$ cat src/rtl/sprite_pkg.sv
// Shared types for the per-line sprite scanner: FIFO entry layout, FSM states, slot byte offsets.
// Latency: n/a (type and constant definitions only).
// Backpressure: n/a.
package sprite_pkg;

    // One sprite accepted for the upcoming line, as handed to the renderer
    typedef struct packed {
        logic [7:0] code;
        logic [7:0] attr;
        logic [7:0] x;
        logic [3:0] row;
    } spr_entry_t;

    typedef enum logic [2:0] {
        IDLE,
        RD_Y,
        CHK,
        RD_CODE,
        RD_ATTR,
        RD_X,
        PUSH,
        DONE
    } state_e;

    // Byte offsets within a 4-byte sprite slot
    localparam logic [1:0] BYTE_Y    = 2'd0;
    localparam logic [1:0] BYTE_CODE = 2'd1;
    localparam logic [1:0] BYTE_ATTR = 2'd2;
    localparam logic [1:0] BYTE_X    = 2'd3;

endpackage

$ cat src/rtl/sprite_fifo.sv
// Small synchronous FIFO of sprite entries, all state gated by the pixel clock enable.
// Latency: an entry pushed on one cen is visible at the head on the next cen.
// Backpressure: pushes while full are dropped, pops while empty are ignored; flush wins over both.
module sprite_fifo
    import sprite_pkg::*;
#(
    parameter int DEPTH = 8
) (
    input  logic       clk_49m,
    input  logic       reset_n,
    input  logic       cen,
    input  logic       push,
    input  logic       pop,
    input  logic       flush,
    input  spr_entry_t wdata,
    output spr_entry_t rdata,
    output logic       full,
    output logic       empty
);
    localparam int PW = $clog2(DEPTH);

    spr_entry_t  mem_q [DEPTH];
    logic [PW:0] wr_q;
    logic [PW:0] rd_q;
    logic        do_push;
    logic        do_pop;

    // Extra pointer MSB distinguishes full from empty when the index bits match
    assign empty   = (wr_q == rd_q);
    assign full    = (wr_q[PW] != rd_q[PW]) && (wr_q[PW-1:0] == rd_q[PW-1:0]);
    assign do_push = push && !full && !flush;
    assign do_pop  = pop && !empty;
    assign rdata   = mem_q[rd_q[PW-1:0]];

    // Entry storage; contents are only observed while the FIFO is non-empty
    always_ff @(posedge clk_49m) begin
        if (cen && do_push) begin
            mem_q[wr_q[PW-1:0]] <= wdata;
        end
    end

    // Read/write pointers; flush empties the FIFO at the start of every scan
    always_ff @(posedge clk_49m) begin
        if (!reset_n) begin
            wr_q <= '0;
            rd_q <= '0;
        end else if (cen) begin
            if (flush) begin
                wr_q <= '0;
                rd_q <= '0;
            end else begin
                if (do_push) wr_q <= wr_q + 1'b1;
                if (do_pop)  rd_q <= rd_q + 1'b1;
            end
        end
    end

endmodule

$ cat src/rtl/sprite_line_scheduler.sv
// Walks sprite RAM once per line, applies the 503 vertical-hit rule and queues hits for the renderer (SPRITE_VFLIP_EN adds attr[7] row flip).
// Latency: miss slot 2 cen, hit slot 5 cen (next slot's Y read overlaps PUSH); done one cen after the last slot.
// Backpressure: renderer drains via obj_valid/obj_ready; a hit with the FIFO full ends the scan and sets overflow.
module sprite_line_scheduler
    import sprite_pkg::*;
#(
    parameter int NUM_SPRITES  = 24,
    parameter int MAX_PER_LINE = 8,
    parameter int AW           = $clog2(NUM_SPRITES*4)
) (
    input  logic          clk_49m,
    input  logic          reset_n,
    input  logic          cen,
    input  logic          line_start,
    input  logic [7:0]    vcnt,
    output logic [AW-1:0] spr_addr,
    output logic          spr_rd,
    input  logic [7:0]    spr_data,
    output logic          obj_valid,
    input  logic          obj_ready,
    output logic [7:0]    obj_code,
    output logic [7:0]    obj_attr,
    output logic [7:0]    obj_x,
    output logic [3:0]    obj_row,
    output logic          busy,
    output logic          done,
    output logic          overflow
);
    localparam int SW = $clog2(NUM_SPRITES + 1);
    localparam logic [SW-1:0] LAST_SLOT = SW'(NUM_SPRITES - 1);
    localparam logic [SW-1:0] END_SLOT  = SW'(NUM_SPRITES);

    state_e        state_q, state_d;
    logic [SW-1:0] slot_q, slot_d;
    logic [7:0]    vcnt_q, vcnt_d;
    logic [AW-1:0] addr_q, addr_d;
    logic          rd_q, rd_d;
    logic [3:0]    row_q, row_d;
    logic [7:0]    code_q, code_d;
    logic [7:0]    attr_q, attr_d;
    logic [7:0]    x_q, x_d;
    logic          ovf_q, ovf_d;

    logic          fifo_push, fifo_flush, fifo_full, fifo_empty;
    logic [7:0]    sum;
    logic          hit;
    spr_entry_t    wr_entry, head;

    function automatic logic [AW-1:0] addr_of(input logic [SW-1:0] s, input logic [1:0] b);
        return AW'({s, b});
    endfunction

    // 503 rule: the sprite covers this line when Y + line lands in the top 16 values
    assign sum = spr_data + vcnt_q;
    assign hit = (sum[7:4] == 4'hF);

    // Scan sequencing; the RAM address for a state is registered on entry to it,
    // so each state sees the data requested one state earlier
    always_comb begin
        state_d    = state_q;
        slot_d     = slot_q;
        vcnt_d     = vcnt_q;
        addr_d     = addr_q;
        rd_d       = 1'b0;
        row_d      = row_q;
        code_d     = code_q;
        attr_d     = attr_q;
        x_d        = x_q;
        ovf_d      = ovf_q;
        fifo_push  = 1'b0;
        fifo_flush = 1'b0;
        if (line_start) begin
            // Start and mid-scan abort behave identically: fresh scan from slot 0
            state_d    = RD_Y;
            slot_d     = '0;
            vcnt_d     = vcnt;
            ovf_d      = 1'b0;
            fifo_flush = 1'b1;
            addr_d     = addr_of('0, BYTE_Y);
            rd_d       = 1'b1;
        end else begin
            case (state_q)
                IDLE: ;
                RD_Y: begin
                    // Speculatively fetch the code byte while Y is checked
                    state_d = CHK;
                    addr_d  = addr_of(slot_q, BYTE_CODE);
                    rd_d    = 1'b1;
                end
                CHK: begin
                    row_d = sum[3:0];
                    if (hit && !fifo_full) begin
                        state_d = RD_CODE;
                        addr_d  = addr_of(slot_q, BYTE_ATTR);
                        rd_d    = 1'b1;
                    end else if (hit) begin
                        ovf_d   = 1'b1;
                        state_d = DONE;
                    end else if (slot_q == LAST_SLOT) begin
                        state_d = DONE;
                    end else begin
                        slot_d  = slot_q + 1'b1;
                        addr_d  = addr_of(slot_q + 1'b1, BYTE_Y);
                        rd_d    = 1'b1;
                        state_d = RD_Y;
                    end
                end
                RD_CODE: begin
                    code_d  = spr_data;
                    addr_d  = addr_of(slot_q, BYTE_X);
                    rd_d    = 1'b1;
                    state_d = RD_ATTR;
                end
                RD_ATTR: begin
                    attr_d  = spr_data;
                    state_d = RD_X;
                end
                RD_X: begin
                    // Next slot's Y read is issued here so PUSH doubles as its RD_Y
                    x_d     = spr_data;
                    slot_d  = slot_q + 1'b1;
                    state_d = PUSH;
                    if (slot_q != LAST_SLOT) begin
                        addr_d = addr_of(slot_q + 1'b1, BYTE_Y);
                        rd_d   = 1'b1;
                    end
                end
                PUSH: begin
                    fifo_push = 1'b1;
                    if (slot_q == END_SLOT) begin
                        state_d = DONE;
                    end else begin
                        addr_d  = addr_of(slot_q, BYTE_CODE);
                        rd_d    = 1'b1;
                        state_d = CHK;
                    end
                end
                DONE:    state_d = IDLE;
                default: state_d = IDLE;
            endcase
        end
    end

    // Scan state and registered RAM interface, advancing only on pixel enables
    always_ff @(posedge clk_49m) begin
        if (!reset_n) begin
            state_q <= IDLE;
            slot_q  <= '0;
            vcnt_q  <= '0;
            addr_q  <= '0;
            rd_q    <= 1'b0;
            row_q   <= '0;
            code_q  <= '0;
            attr_q  <= '0;
            x_q     <= '0;
            ovf_q   <= 1'b0;
        end else if (cen) begin
            state_q <= state_d;
            slot_q  <= slot_d;
            vcnt_q  <= vcnt_d;
            addr_q  <= addr_d;
            rd_q    <= rd_d;
            row_q   <= row_d;
            code_q  <= code_d;
            attr_q  <= attr_d;
            x_q     <= x_d;
            ovf_q   <= ovf_d;
        end
    end

    // Entry assembly; the optional flip is folded in before queuing
    always_comb begin
        wr_entry.code = code_q;
        wr_entry.attr = attr_q;
        wr_entry.x    = x_q;
`ifdef SPRITE_VFLIP_EN
        wr_entry.row  = row_q ^ {4{attr_q[7]}};
`else
        wr_entry.row  = row_q;
`endif
    end

    sprite_fifo #(
        .DEPTH (MAX_PER_LINE)
    ) u_fifo (
        .clk_49m (clk_49m),
        .reset_n (reset_n),
        .cen     (cen),
        .push    (fifo_push),
        .pop     (obj_valid && obj_ready),
        .flush   (fifo_flush),
        .wdata   (wr_entry),
        .rdata   (head),
        .full    (fifo_full),
        .empty   (fifo_empty)
    );

    // Head fields are forced to zero when nothing is queued
    assign obj_valid = !fifo_empty;
    assign obj_code  = obj_valid ? head.code : 8'h00;
    assign obj_attr  = obj_valid ? head.attr : 8'h00;
    assign obj_x     = obj_valid ? head.x    : 8'h00;
    assign obj_row   = obj_valid ? head.row  : 4'h0;

    assign spr_addr  = addr_q;
    assign spr_rd    = rd_q;
    assign busy      = (state_q != IDLE);
    assign done      = (state_q == DONE);
    assign overflow  = ovf_q;

endmodule
$ cat config.mk
export PLATFORM = sky130hd
export DESIGN_NAME = sprite_line_scheduler
export DESIGN_NICKNAME = d
export VERILOG_FILES = /design/src/rtl/sprite_pkg.sv /design/src/rtl/sprite_fifo.sv /design/src/rtl/sprite_line_scheduler.sv
export SDC_FILE = /design/constraint.sdc
export NUM_CORES = 1
export LEC_CHECK = 0
export ABC_AREA = 1
export CORE_UTILIZATION = 54
export DETAILED_ROUTE_END_ITERATION = 8
export PLACE_DENSITY = 0.76
export SYNTH_ARGS = -nofsm -noshare
export SYNTH_HDL_FRONTEND = slang
export SYNTH_SLANG_ARGS = --single-unit
$ cat constraint.sdc
create_clock -name clk_49m -period 4.01 [get_ports clk_49m]
set_input_delay 0.802 -clock clk_49m [delete_from_list [all_inputs] [get_ports clk_49m]]
set_output_delay 0.802 -clock clk_49m [all_outputs]
set_load 0.01 [all_outputs]
; Word level (Yosys, flattened, before mapping)
; Memory sizes are Yosys's and may differ from the RTL's. A register that Yosys moved wholly into a read port is not among the register bits.
; Index checks and enable logic that the tools add are counted.
[totals]
register_bits = 61
latchBits = 0
mem_bits_rw = 224
mem_bits_ro = 0
in_bits = 21
elab_cells = 114
n_memories = 1
[mem_list]
columns = memory, depth, word_bits, read_ports, rd_clocked_by_memory_dff, write_ports, line
row1 = u_fifo.mem_q, 8, 28, 1, 1, 1, sprite_fifo.sv:22  ; spr_entry_t mem_q [DEPTH];
[classes]
addsub = 4
multipliers = 0
div_mod_pow = 0
order_cmp = 0
eq_ne = 22
shifts = 0
n_mux = 44
bitwise_logic = 1
n_reduce_logical = 30
[op_table]
columns = cell, n
row1 = two-way mux 7 bit, 6
row2 = one-hot mux 7 bit (5 select lines), 1
row3 = two-way mux 8 bit, 3
row4 = two-way mux 3 bit, 7
row5 = one-hot mux 3 bit (7 select lines), 1
row6 = two-way mux 4 bit, 5
row7 = two-way mux 5 bit, 4
row8 = two-way mux 1 bit, 15
row9 = "inequality test 3 bit, second input constant", 5
row10 = "== test 3 bit, second input constant", 4
row11 = AND reduction 3 bit, 4
row12 = "== test 5 bit, second input constant", 2
row13 = one-hot mux 5 bit (2 select lines), 1
row14 = "adder 4 x 1 -> 4 bit, second input constant", 2
row15 = adder 8 bit, 1
row16 = "inequality test 4 bit, second input constant", 2
row17 = AND reduction 2 bit, 4
row18 = nonzero test 2 bit, 4
row19 = nonzero test 8 bit, 1
row20 = logical AND 1 bit, 7
row21 = "== test 3 x 2 -> 1 bit, second input constant", 2
row22 = AND reduction 6 bit, 1
row23 = nonzero test 3 bit, 2
row24 = nonzero test 6 bit, 1
row25 = other kinds (14), 16

; Logic depth before layout (Yosys ltp)
[depth]
depth_word = 8
ltp_mapped = 18

; Cells and area by module
; Synthesis repeated with hierarchy kept, for this count alone.
[hier_totals]
cells_unflattened = 1193
area_unflattened_um2 = 12423.2
[modules_own_cells]
columns = mod, instances, cells_each, area_per_inst_um2
row1 = sprite_fifo, 1, 729, 9401.5
row2 = sprite_line_scheduler, 1, 464, 3021.6

; Least setup slack after synthesis
; Ideal clock, no wire load.
[synth_path]
path_kind = input to register
startpoint = input port cen
endpoint = memory u_fifo.mem_q[0][0] in the netlist's numbering, enable pin
setup_time_ns = 0.448
arrival_ns = 3.492
t_required_ns = 3.562
path_slack_ns = 0.070
cell_stages = 9
cell_sequence = buf_2 > inv_1 > nor2_1 > inv_1 > nor2_1 > nand2_1 > inv_1 > nand2_1 > nor3_1
[synth_via]
elab_chain_cells = 3
[synth_rtl]
columns = element, line
row1 = "start, declared", sprite_line_scheduler.sv:13  ; input logic cen,
row2 = logical AND 1 bit, sprite_fifo.sv:37  ; if (cen && do_push) begin
row3 = two-way mux 1 bit, sprite_fifo.sv:37
row4 = two-way mux 1 bit (implied by the code), sprite_fifo.sv:38  ; mem_q[wr_q[PW-1:0]] <= wdata;
row5 = "end, declared", sprite_fifo.sv:22
; Every way passes these cells.

; Final worst setup path
[layout_path]
startpoint = register u_fifo.wr_q[1]
endpoint = output port obj_attr[7]
[layout_via]
elab_chain_cells = 2
[layout_rtl]
columns = element, line
row1 = "start, declared", sprite_fifo.sv:23  ; logic [PW:0] wr_q;
row2 = "start signal, assigned", sprite_fifo.sv:52  ; if (do_push) wr_q <= wr_q + 1'b1;
row3 = == test 4 bit, sprite_fifo.sv:29  ; assign empty = (wr_q == rd_q);
row4 = two-way mux 8 bit, sprite_line_scheduler.sv:201  ; assign obj_attr = obj_valid ? head.attr : 8'h00;
row5 = "end, declared", sprite_line_scheduler.sv:22  ; output logic [7:0] obj_attr,
; Every way passes these cells.

==> run metrics <==
status complete, no violations; final period utilization 93.4%; average size of a mapped cell 10.7 um^2; setup_tns 0 ns; initial antenna violation count 0; Largest stage delay, worst path 0.61 ns; core area 21800 um^2; number of global-route vias before repair 8201; DRT Pass-1 Iters 7; Die Width 151 um; Routed WL 27100 um; Leak Pwr 4.97 nW; Ant. Diodes 0; chip height 151 um; Ys Warns 0; Peak VDD IR 0.316 mV; endpoints failing setup 0; endpoint type of the worst setup path output port; Final Worst Setup Slack 0.264 ns; fin util 64.2%; CTS tree built; largest net degree at the start of global routing 60; Synth cell types 41; Max-slew headroom 57.0%; Root Buffer clkbuf_16; first-pass GRT wire length 42500 um; I/O Buffers 60; sequential fraction of the synthesis area 66.6%; CTS Buf Count 28; Layout Nets 1216; DP HPWL 16000 um; TritonCTS Sinks 288; crit path launch type register; mapped cell area 12000 um^2; total power draw 6.26 mW; worst-path fanout max 30; Worst EP required 3.21 ns; Setup Buffers After CTS 0; Syn Inst Count 1123; routed len/inst 18.2 um; crit-path cells xnor2_1, nand3_1, nor3_1, inv_1, buf_4, o21ai_0, a31oi_1, clkdlybuf4s50_1; # hold bufs at CTS 0; Final min period 3.75 ns; worst skew pair latency 0.53 ns; Reg2Reg Capture Point u_fifo.mem_q[4][9]; Hold EP spr_addr[5]; drc violations 0; area of the die 22900 um^2; synthesis-stage register bit count 288; worst min path class reg2reg; Slowest-stage cell, CP clkdlybuf4s50_1; Worst Reg-to-Reg Cells 9; Final GP Congestion 0.928; Reg2Reg Launch Point u_fifo.wr_q[1]; unrepaired setup endpoints after global routing no; GR Util All Layers 24.4%; R2R setup slack 1.61 ns; P per Cell Area 447 nW/um^2; Layout Skew 0.00960 ns; share of post-route cells with drive strength above 1 10.6%; Reg clk slew, reported paths 0.06 ns; drt via density 5.71; Max Slew Vio Count 0; Hold Fails Final Rpt 0; Highest Clock Rate 267 MHz; Crit Path Class reg2out; WP data arrival 2.94 ns; remaining global-route overflow 0; # resized after CTS 0; floorplan row count 54; hold path depth 2; Worst Hold Launch spr_addr[5]; number of max-cap violations 0; Synth-to-Final Area Change 16.5%; Initial Util 55.1%; Longest Clk Path Bufs 3; H-Tree Depth 1; pre-CTS setup slack 0.596 ns; DR vias 8475; Tightest Pin Transition 0.641 ns; IO Count 61; initial drt markers 740; Syn Nets 1156; Routed Antenna Nets 0
==> cell usage in the layout, fill, tap and decap left out, types with 2 or more instances in the layout <==
cell type / Yosys / layout
nand2_4: 4 / 4
inv_2: 4 / 5
clkdlybuf4s50_1: 0 / 60
nor2_4: 2 / 2
o21ai_0: 182 / 182
dfxtp_1: 64 / 62
a31oi_1: 29 / 29
clkbuf_1: 50 / 7
inv_1: 53 / 51
clkbuf_16: 0 / 30
bufinv_16: 0 / 3
clkinv_2: 1 / 7
nand2_1: 81 / 81
a21oi_1: 24 / 24
xor2_1: 6 / 6
nor2_2: 4 / 6
nor2_1: 258 / 256
nor3_1: 13 / 7
a221oi_1: 4 / 4
edfxtp_1: 224 / 224
nand3_2: 4 / 4
nand3_1: 25 / 25
nor3_2: 0 / 6
a21oi_2: 8 / 8
ha_1: 11 / 11
nand3_4: 2 / 2
nand4_1: 7 / 7
o22ai_1: 28 / 28
buf_12: 0 / 3
and3_1: 3 / 3
buf_4: 1 / 25
nand2_2: 12 / 12
clkbuf_8: 0 / 5
clkinv_1: 1 / 3
==> kinds of logic (layout without fill, tap and decap cells) <==
group	Yosys count	in the layout	share of synthesized area (%)
and+or+nand+nor	419	419	15.1
DFF	288	288	66.6
AOI/OAI and AO/OA	279	279	12.7
buffers and inverters	118	200	3.81
adders and majority gates	12	12	1.31
xor gates and xnor gates	7	7	0.510
==> Yosys cell counts, drive strengths merged <==
library cell | instances | share of area (%)
a21oi | 32 | 1.6
a221oi | 4 | 0.29
a31oi | 29 | 1.5
and3 | 3 | 0.16
buf | 8 | 0.32
clkbuf | 50 | 1.6
clkinv | 2 | 0.073
dfxtp | 64 | 11
edfxtp | 224 | 56
fa | 1 | 0.17
ha | 11 | 1.1
inv | 58 | 1.9
nand2 | 97 | 3.5
nand3 | 31 | 1.7
nand3b | 1 | 0.062
nand4 | 7 | 0.36
nor2 | 265 | 8.6
nor3 | 14 | 0.68
o211ai | 1 | 0.062
o21ai | 183 | 7.6
o221ai | 1 | 0.073
o22ai | 28 | 1.5
o311a | 1 | 0.083
or2 | 1 | 0.052
xnor2 | 1 | 0.073
xor2 | 6 | 0.44
==> registers in the layout, indices dropped and copies added, names as in the netlist, named ones only <==
signal	cells
row_q	4
spr_addr	7
code_q	8
vcnt_q	8
slot_q	5
u_fifo.wr_q	4
u_fifo.mem_q	224
attr_q	8
overflow	1
spr_rd	1
u_fifo.rd_q	4
x_q	8
state_q	3
==> per-layer routing <==
layer / up-vias / track usage (%) / routed length [um]
li1: 4063 / - / -
met1: 4049 / 31.1 / 10900
met2: 319 / 42.9 / 13700
met3: 44 / 3.52 / 1970
met4: 0 / 7.25 / 486
met5: - / 0 / 0
==> per-stage QoR <==
step	hold slack, ns	instances	instance area, um^2
after floorplan	0.459	1123	12000
after global placement	0.459	1433	13000
after detailed placement	0.457	1433	13000
after CTS	0.474	1485	14000
after global routing	0.488	1485	14000
final	0.473	1485	14000
==> report_power, final <==
part	switching, mW	leakage (nW)	internal [mW]
registers	0.0168	2.52	3.19
logic	0.229	1.97	0.132
clock network	1.05	0.481	1.64
total	1.29	4.97	4.97
==> layout make-up <==
type                    instances  area, um^2
fillers                      1638        7820
well taps                     280         350
repair buffers                 88         848
clock buffers                  42         846
clock inverters                10         124
flip-flops and latches        288        8010
inverters                      60         231
multi-input cells             717        3600
==> worst max-delay path, delay by kind of cell (launching register included) <==
kind / cells / cell delay [ns]
AOI/OAI and AO/OA: 2 / 0.47
buffers and inverters: 3 / 1.03
xor gates and xnor gates: 1 / 0.17
and+or+nand+nor: 2 / 0.16
DFF: 1 / 0.57
==> how the worst max path moves through the flow <==
stage | slack [ns] | to | from | cells after the start
final | 0.26 | obj_attr[7] | u_fifo.wr_q[1] | 8
after global routing | 0.15 | obj_attr[7] | u_fifo.wr_q[1] | 8
after CTS | 0.28 | obj_attr[7] | u_fifo.wr_q[1] | 8
after detailed placement | 0.60 | spr_addr[4] | spr_data[0] | 17
after global placement | 0.65 | spr_addr[4] | spr_data[0] | 17
after floorplan | 0.07 | u_fifo.mem_q[0][0] | cen | 9
No activity file was read; power rests on OpenSTA's default activity.
